--- src/rtl/tile_map_ctrl.sv ---
// Live 6x8 tile map: loads from the tile ROM on request, serves draw lookups, applies tile clears.
// Latency: load takes ROWS*COLS cycles then pulses load_done; a clear is acked/rejected one cycle after clr_req.
// Backpressure: none; clears outside READY are rejected with clr_err, and draw lookups never stall.
//
// Ports:
//   clk, reset                     clock, asynchronous active-high reset
//   load_req, level_num            start (or restart) a map load for a level
//   rom_level, rom_x, rom_y        tile ROM address; rom_tile is the combinational ROM data
//   draw_x, draw_y, draw_tile      combinational drawer lookup, 0 when out of range
//   clr_req, clr_x, clr_y          game-logic tile clear; clr_ack / clr_err report the outcome
//   busy, load_done                load in progress / load complete pulse
//   tiles_left, level_clear        non-empty tile count / pulse when the last tile is cleared
module tile_map_ctrl #(
    parameter int COLS    = 8,
    parameter int ROWS    = 6,
    parameter int TYPE_W  = 2,
    parameter int LEVEL_W = 2
) (
    input  logic               clk,
    input  logic               reset,
    input  logic               load_req,
    input  logic [LEVEL_W-1:0] level_num,
    output logic [LEVEL_W-1:0] rom_level,
    output logic [2:0]         rom_x,
    output logic [2:0]         rom_y,
    input  logic [TYPE_W-1:0]  rom_tile,
    input  logic [2:0]         draw_x,
    input  logic [2:0]         draw_y,
    output logic [TYPE_W-1:0]  draw_tile,
    input  logic               clr_req,
    input  logic [2:0]         clr_x,
    input  logic [2:0]         clr_y,
    output logic               clr_ack,
    output logic               clr_err,
    output logic               busy,
    output logic               load_done,
    output logic [5:0]         tiles_left,
    output logic               level_clear
);

    localparam int CELLS = ROWS * COLS;
    localparam int IDX_W = $clog2(CELLS);

    typedef enum logic [1:0] {
        IDLE  = 2'd0,
        LOAD  = 2'd1,
        READY = 2'd2
    } state_t;

    state_t state, state_nxt;

    // Map is kept flat, row-major: cell = y*COLS + x.
    logic [TYPE_W-1:0]  map_q [CELLS];
    logic [IDX_W-1:0]   idx;
    logic [LEVEL_W-1:0] level_q;
    logic [5:0]         cnt;

    logic               load_last;
    logic               draw_ok;
    logic [IDX_W-1:0]   draw_idx;
    logic               clr_in_range;
    logic [IDX_W-1:0]   clr_idx;
    logic [TYPE_W-1:0]  clr_tile;
    logic               clr_ok;
    logic               clr_bad;

    // ROM address is just the load index split into row/column.
    assign rom_x      = 3'(32'(idx) % COLS);
    assign rom_y      = 3'(32'(idx) / COLS);
    assign rom_level  = level_q;
    assign busy       = (state == LOAD);
    assign tiles_left = cnt;

    // Draw lookup is a plain read of the register map.
    assign draw_ok   = (32'(draw_x) < COLS) && (32'(draw_y) < ROWS);
    assign draw_idx  = IDX_W'(32'(draw_y) * COLS + 32'(draw_x));
    assign draw_tile = draw_ok ? map_q[draw_idx] : '0;

    assign clr_in_range = (32'(clr_x) < COLS) && (32'(clr_y) < ROWS);
    assign clr_idx      = IDX_W'(32'(clr_y) * COLS + 32'(clr_x));
    assign clr_tile     = clr_in_range ? map_q[clr_idx] : '0;

    always_ff @(posedge clk or posedge reset) begin
        if (reset) begin
            state <= IDLE;
        end else begin
            state <= state_nxt;
        end
    end

    always_comb begin
        state_nxt = state;
        load_last = 1'b0;
        clr_ok    = 1'b0;
        clr_bad   = 1'b0;
        case (state)
            IDLE: begin
                if (load_req) state_nxt = LOAD;
            end
            LOAD: begin
                load_last = (32'(idx) == CELLS - 1);
                if (load_req)       state_nxt = LOAD;
                else if (load_last) state_nxt = READY;
            end
            READY: begin
                if (load_req) state_nxt = LOAD;
                // A load in the same cycle takes priority over the clear.
                clr_ok = clr_req && !load_req && clr_in_range && (clr_tile != '0);
            end
            default: state_nxt = IDLE;
        endcase
        clr_bad = clr_req && !clr_ok;
    end

    always_ff @(posedge clk or posedge reset) begin
        if (reset) begin
            for (int i = 0; i < CELLS; i++) map_q[i] <= '0;
            idx         <= '0;
            level_q     <= '0;
            cnt         <= '0;
            clr_ack     <= 1'b0;
            clr_err     <= 1'b0;
            load_done   <= 1'b0;
            level_clear <= 1'b0;
        end else begin
            clr_ack     <= 1'b0;
            load_done   <= 1'b0;
            level_clear <= 1'b0;
            clr_err     <= clr_bad;
            if (load_req) begin
                // Restart: the cell addressed this cycle is not captured.
                level_q <= level_num;
                idx     <= '0;
                cnt     <= '0;
            end else if (state == LOAD) begin
                map_q[idx] <= rom_tile;
                cnt        <= cnt + 6'(rom_tile != '0);
                if (load_last) begin
                    idx       <= '0;
                    load_done <= 1'b1;
                end else begin
                    idx <= idx + 1'b1;
                end
            end else if (clr_ok) begin
                map_q[clr_idx] <= '0;
                cnt            <= cnt - 6'd1;
                clr_ack        <= 1'b1;
                level_clear    <= (cnt == 6'd1);
            end
        end
    end

endmodule

--- config.mk ---
export PLATFORM = sky130hd
export DESIGN_NAME = tile_map_ctrl
export DESIGN_NICKNAME = d
export VERILOG_FILES = /design/src/rtl/tile_map_ctrl.sv
export SDC_FILE = /design/constraint.sdc
export NUM_CORES = 1
export LEC_CHECK = 0
export ABC_AREA = 1
export BUFFER_PORTS_ARGS = -buffer_cell sky130_fd_sc_hd__buf_2
export CAP_MARGIN = 20
export CORE_MARGIN = 10
export CORE_UTILIZATION = 25
export CTS_CLUSTER_DIAMETER = 150
export DETAILED_ROUTE_END_ITERATION = 7
export GPL_TIMING_DRIVEN = 0
export PLACE_DENSITY = 0.44
export SYNTH_ARGS = -nofsm -noshare
export SYNTH_HDL_FRONTEND = slang
export SYNTH_SLANG_ARGS = --single-unit
--- constraint.sdc ---
create_clock -name clk -period 3.6 [get_ports clk]
set_clock_uncertainty 0.1 [all_clocks]
set_input_delay 0.54 -clock clk [delete_from_list [all_inputs] [get_ports clk]]
set_output_delay 0.54 -clock clk [all_outputs]
set_load 0.1 [all_outputs]
# Yosys cells after proc, flatten, opt, wreduce, memory -nomap -nowiden
# Cells that the tools add are included.
[word_totals]
reg_bits = 116
inputBits = 20
out_inout_bits = 21
word_cells = 133
[op_classes]
addsub = 5
n_lt_le_gt_ge = 7
eq_ne = 6
mux = 36
bitwise = 6
n_reduce_logical = 17
[ops]
columns = ["operator", "n"]
rows = [
  ["$mux W96", 2],
  ["$and A96 B96 Y96", 1],
  ["$bwmux W96", 1],
  ["$not A96 Y96", 1],
  ["$mux W6", 6],
  ["$bmux W2 S6", 2],
  ["$demux W2 S6", 2],
  ["$mux W2", 11],
  ["$ge A7 B7 Y1 const B", 3],
  ["$not A6 Y7", 3],
  ["$lt A7 B1 Y1 const B", 2],
  ["$add A6 B3 Y6", 2],
  ["$mux W1", 11],
  ["$reduce_bool A2 Y1", 4],
  ["$add A6 B1 Y6", 1],
  ["$add A6 B1 Y6 const B", 1],
  ["$eq A6 B1 Y1 const B", 1],
  ["$eq A6 B6 Y1 const B", 1],
  ["$logic_and A1 B1 Y1", 6],
  ["$lt A3 B3 Y1 const B", 2],
  ["$sub A6 B1 Y6 const B", 1],
  ["$pmux W2 S2", 1],
  ["$reduce_and A2 Y1", 2],
  ["$ne A3 B2 Y1 const B", 1],
  ["8 further kinds", 9],
]

# Longest topological paths before layout
[logic_depth]
word_depth = 12
depth_mapped = 19
mapped_depth_nobuf = 15

# Least setup slack after synthesis
# No wires, ideal clock.
[synth_timing]
path_type = "input to output"
start = "input draw_x[0]"
end = "output draw_tile[0]"
arrival_time_ns = 2.285
t_required_ns = 2.960
path_slack_ns = 0.675
path_stages = 7
n_path_buf = 2
cell_sequence = "clkbuf_1 clkbuf_1 o21ai_0 o221ai_1 nand3_1 nand3_1 a32o_1"
[synth_between]
elab_chain_len = 6
[synth_lines]
columns = ["item", "line", "source"]
rows = [
  ["from (decl)", "27", "input logic [2:0] draw_x,"],
  ["$add A6 B3 Y6", "76", "assign draw_idx = IDX_W'(32'(draw_y) * COLS + 32'(draw_x));"],
  ["$not A6 Y7 (implied by the code)", "77", "assign draw_tile = draw_ok ? map_q[draw_idx] : '0;"],
  ["$bmux W2 S6", "77", ""],
  ["$mux W2 (implied by the code) (2 in series)", "77", ""],
  ["$mux W2", "77", ""],
  ["to (decl)", "29", "output logic [TYPE_W-1:0] draw_tile,"],
]
# Every way passes these cells. The select of a mux whose other input is x is not followed.

# Worst setup path after layout
[layout_timing]
start = "input draw_x[0]"
end = "output draw_tile[1]"
# The elaborated chain is that of the path after synthesis.

==> summary.md <==
| Metric | Value |
|---|---|
| CP Launch Type | `input pin` |
| Critical Path Start | `draw_x[0]` |
| Design Area, Final | `0.0102 sq mm` |
| Netlist Area Pre-Place | `0.00855 sq mm` |
| Top cell type's share of synthesized area | `34.0%` |
| Slew margin rel. | `27.0%` |
| Number of diodes | `0` |
| Detailed-route DRC error count | `0` |
| Sequential-to-total area share from yosys stat | `34.0%` |
| Crit path DAT | `2.85 ns` |
| Initial DRT Pass Iterations | `5` |
| Synth cell types | `34` |
| CP bufs+invs | `4` |
| Critical path's top delay family | `buffers and inverters` |
| Reg-to-reg endpoint | `map_q[73]` |
| Achievable frequency | `0.287 GHz` |
| Peak per-stage delay on the critical path | `0.61 ns` |
| RSZ-0062 raised after global routing | `true` |
| Ys async rst share | `100%` |
| Hold Path Class | `in2async` |
| Vias in the first global route | `9,758` |
| Row count | `67` |
| Sequential Power Share | `31.6%` |
| Sequence of cells on the critical path | `buf_2, clkbuf_1, clkbuf_1, o21ai_0, nand3_1, o211ai_1, nand3_1, nand3_1, nand2_1, buf_2` |
| Minimum clock period | `3.49 ns` |
| CTS buffer count | `17` |
| Final WL | `42,600 um` |
| Max-cap viol count | `0` |
| I/O pins | `41` |
| P per Cell Area | `426 mW/mm^2` |
| Initial antenna violation count | `0` |
| # Post-CTS Setup Buffers | `0` |
| Die footprint | `0.0420 sq mm` |
| Synth area leader | `dfrtp_1` |
| Post-route ant nets | `0` |
| Initial Util | `25.4%` |
| WP data required | `2.96 ns` |
| NetSw | `1.41 mW` |
| Worst setup path end | `draw_tile[1]` |
| Crit path kind | `in2out` |
| Starting DRT DRC Count | `1,180` |
| Leak | `4.74 nW` |
| Largest net degree at the start of global routing | `37` |
| Port Buf Inserts | `39` |
| Sw Ratio | `32.4%` |
| Reg area | `0.00290 sq mm` |
| Most common cell after layout, fill and taps aside | `nand2_1` |
| Instance count on the critical path | `10` |
| Compound-cell area share of the yosys netlist | `16.1%` |
| Comb power frac | `19.9%` |
| Setup ws final | `0.114 ns` |
| Multi-input combinational cell area | `0.00495 sq mm` |
| Setup TNS | `0 ns` |
| Overflow after GRT | `0` |
| Int Pwr | `2.94 mW` |
| Area grow syn2layout | `19.4%` |
| Die Ht | `205 um` |
| Area contributors post-synth | `dfrtp_1 (34%), nand2_1 (21%), nand3_1 (12%)` |
| XOR/XNOR Fraction of Synth Area | `0.615%` |
| Tot Pwr | `4.35 mW` |
| First-pass GRT wire length | `63,500 um` |
| Core Region | `0.0336 sq mm` |
| Fill cells | `3,693` |
| Cell count after synthesis | `1,351` |
| #FFs+latches synth | `116` |
| Worst VDD drop | `0.000350 V` |
| Routability cong. | `0.955` |
| Avg Vias per Cell | `5.30` |
| Number of synthesis warnings | `0` |
| Mapped Avg Cell Area | `6.33 sq um` |
| HPWL after DPL | `31,300 um` |
| Hold slack | `0.0839 ns` |
| Root Buffer | `clkbuf_16` |
| Dpl cell area | `0.00948 sq mm` |
| Number of synthesized flops with an enable pin | `0` |
| Simple-gate share of the synthesized area | `39.9%` |
| Worst-margin pin slew | `1.09 ns` |
| Max Fanout on Critical Path | `10` |
| Pre-CTS setup slack | `-0.0319 ns` |
| TritonCTS clock tree | `done` |
| Post-Synth Adder-Cell Area | `0.732%` |
| Worst-case reg-to-reg path depth | `9` |
| Fin nets | `1,445` |
| Wire length per cell | `22.7 um` |
| GRT Total Usage | `20.4%` |
| Most frequent cells in the layout | `nand2_1 (477), nand3_1 (199), dfrtp_1 (116)` |
| Top FF cell, synth | `dfrtp_1` |
| Synth Net Count | `1,376` |
| Mux share of post-synthesis cell area | `0.263%` |
| Clock Pin Slew Worst Setup and Hold Paths | `0.06 ns` |
| Fin. Hold Viols | `0` |
| Vias | `9,961` |
| Clock Power Share | `48.5%` |
| Slew Viols, Final | `0` |
| Clock Latency Late Sink | `0.46 ns` |
| Worst R2R Setup Slack | `0.84 ns` |
| CP dominant cell by count | `nand3_1` |
| Die X | `205 um` |
| Outcome | `finished clean` |
| Final critical-path share of the clock period | `96.8%` |
| Share of cells above drive strength 1 | `9.84%` |
| H-tree levels | `4` |
| Critical Path Slowest Stage Cell | `clkbuf_1` |
| Final setup violation count | `0` |
| Reg-to-reg critical path startpoint | `state[0]` |
| Critical path endpoint category | `primary output` |
| Sink Count | `116` |
| Largest family of logic cells by synthesized area | `simple AND/OR/NAND/NOR gates` |
| Clock Path Buffers | `2` |
## worst register-to-register path, delay by kind of cell (launching register included)
family	cells	cell delay, ns
simple gates	4	0.40
compound gates	1	0.17
buf+inv	4	1.65
flops	1	0.37
## per-layer routing
metal	vias to the layer above	GRT usage (%)	share of wire [%]
met1	4732	27.0	44
met4	0	9.43	3.7
met5	-	0	0
li1	4662	-	-
met2	473	31.6	44
met3	94	3.87	8.0
## state kept, by name (all words and copies together) (netlist names)
name,flops
tiles_left,6
map_q,96
clr_ack,1
idx,6
rom_level,2
load_done,1
clr_err,1
level_clear,1
state,2
## Yosys cell counts (2+ instances only)
master,instances
a21oi_1,44
a31oi_1,2
buf_2,17
buf_4,6
buf_6,2
clkbuf_1,43
clkinv_1,2
dfrtp_1,116
ha_1,5
inv_1,101
inv_2,7
mux2_2,2
nand2_1,477
nand2_2,2
nand3_1,199
nand3_2,2
nand3b_1,2
nand4_1,10
nor2_1,108
nor2_2,3
nor3_1,8
o211ai_1,12
o21ai_0,100
o21ai_1,5
o22ai_1,19
o32ai_1,43
or2_2,2
xor2_1,6
## final cells by class
type                    instances  area share [%]
clock buffers                  20            4.57
repair buffers                 50            3.35
well taps                     448            5.49
inverters                     110            4.08
plain buffers                  68            3.15
flip-flops and latches        116            28.4
multi-input cells            1057            48.5
clock inverters                12            2.43
## how the worst min path moves through the flow
stage	from	end	slack, ns
floorplan	map_q[16]	map_q[16]	0.34
global placement	map_q[56]	map_q[56]	0.36
detailed placement	map_q[68]	map_q[68]	0.36
CTS	reset	map_q[19]	0.1
global route	reset	map_q[18]	0.12
finish	reset	map_q[19]	0.08
## through the flow
| stage | util, % | std cells |
|---|---|---|
| after detailed placement | 28.2 | 1848 |
| after global routing | 30.4 | 1881 |
| after global placement | 27.7 | 1838 |
| after floorplan | - | 1351 |
| final | 30.4 | 1881 |
| after CTS | 30.3 | 1880 |
## power by group through the flow
stage / logic, mW / clock network, mW / registers (mW)
3_5_place_dp: 0.850 / 0 / 1.39
2_1_floorplan: 0.407 / 0 / 1.51
6_report: 0.866 / 2.11 / 1.37
3_3_place_gp: 0.827 / 0 / 1.40
5_1_grt: 0.921 / 2.20 / 1.38
4_1_cts: 0.851 / 2.15 / 1.37
## cell families (layout without fill, tap and decap cells)
kind of cell,Yosys count,in the layout
compound gates,228,228
xor+xnor,6,6
fa+ha+maj,5,5
buf+inv,178,260
flops,116,116
mux,2,2
simple gates,816,816
## what timing repair did
action                     4_1_cts  5_1_grt
gates resized for setup          1       10
hold buffers                     0        0
setup endpoints to repair        1        3
Note: power is estimated with default switching activity, not from simulation.
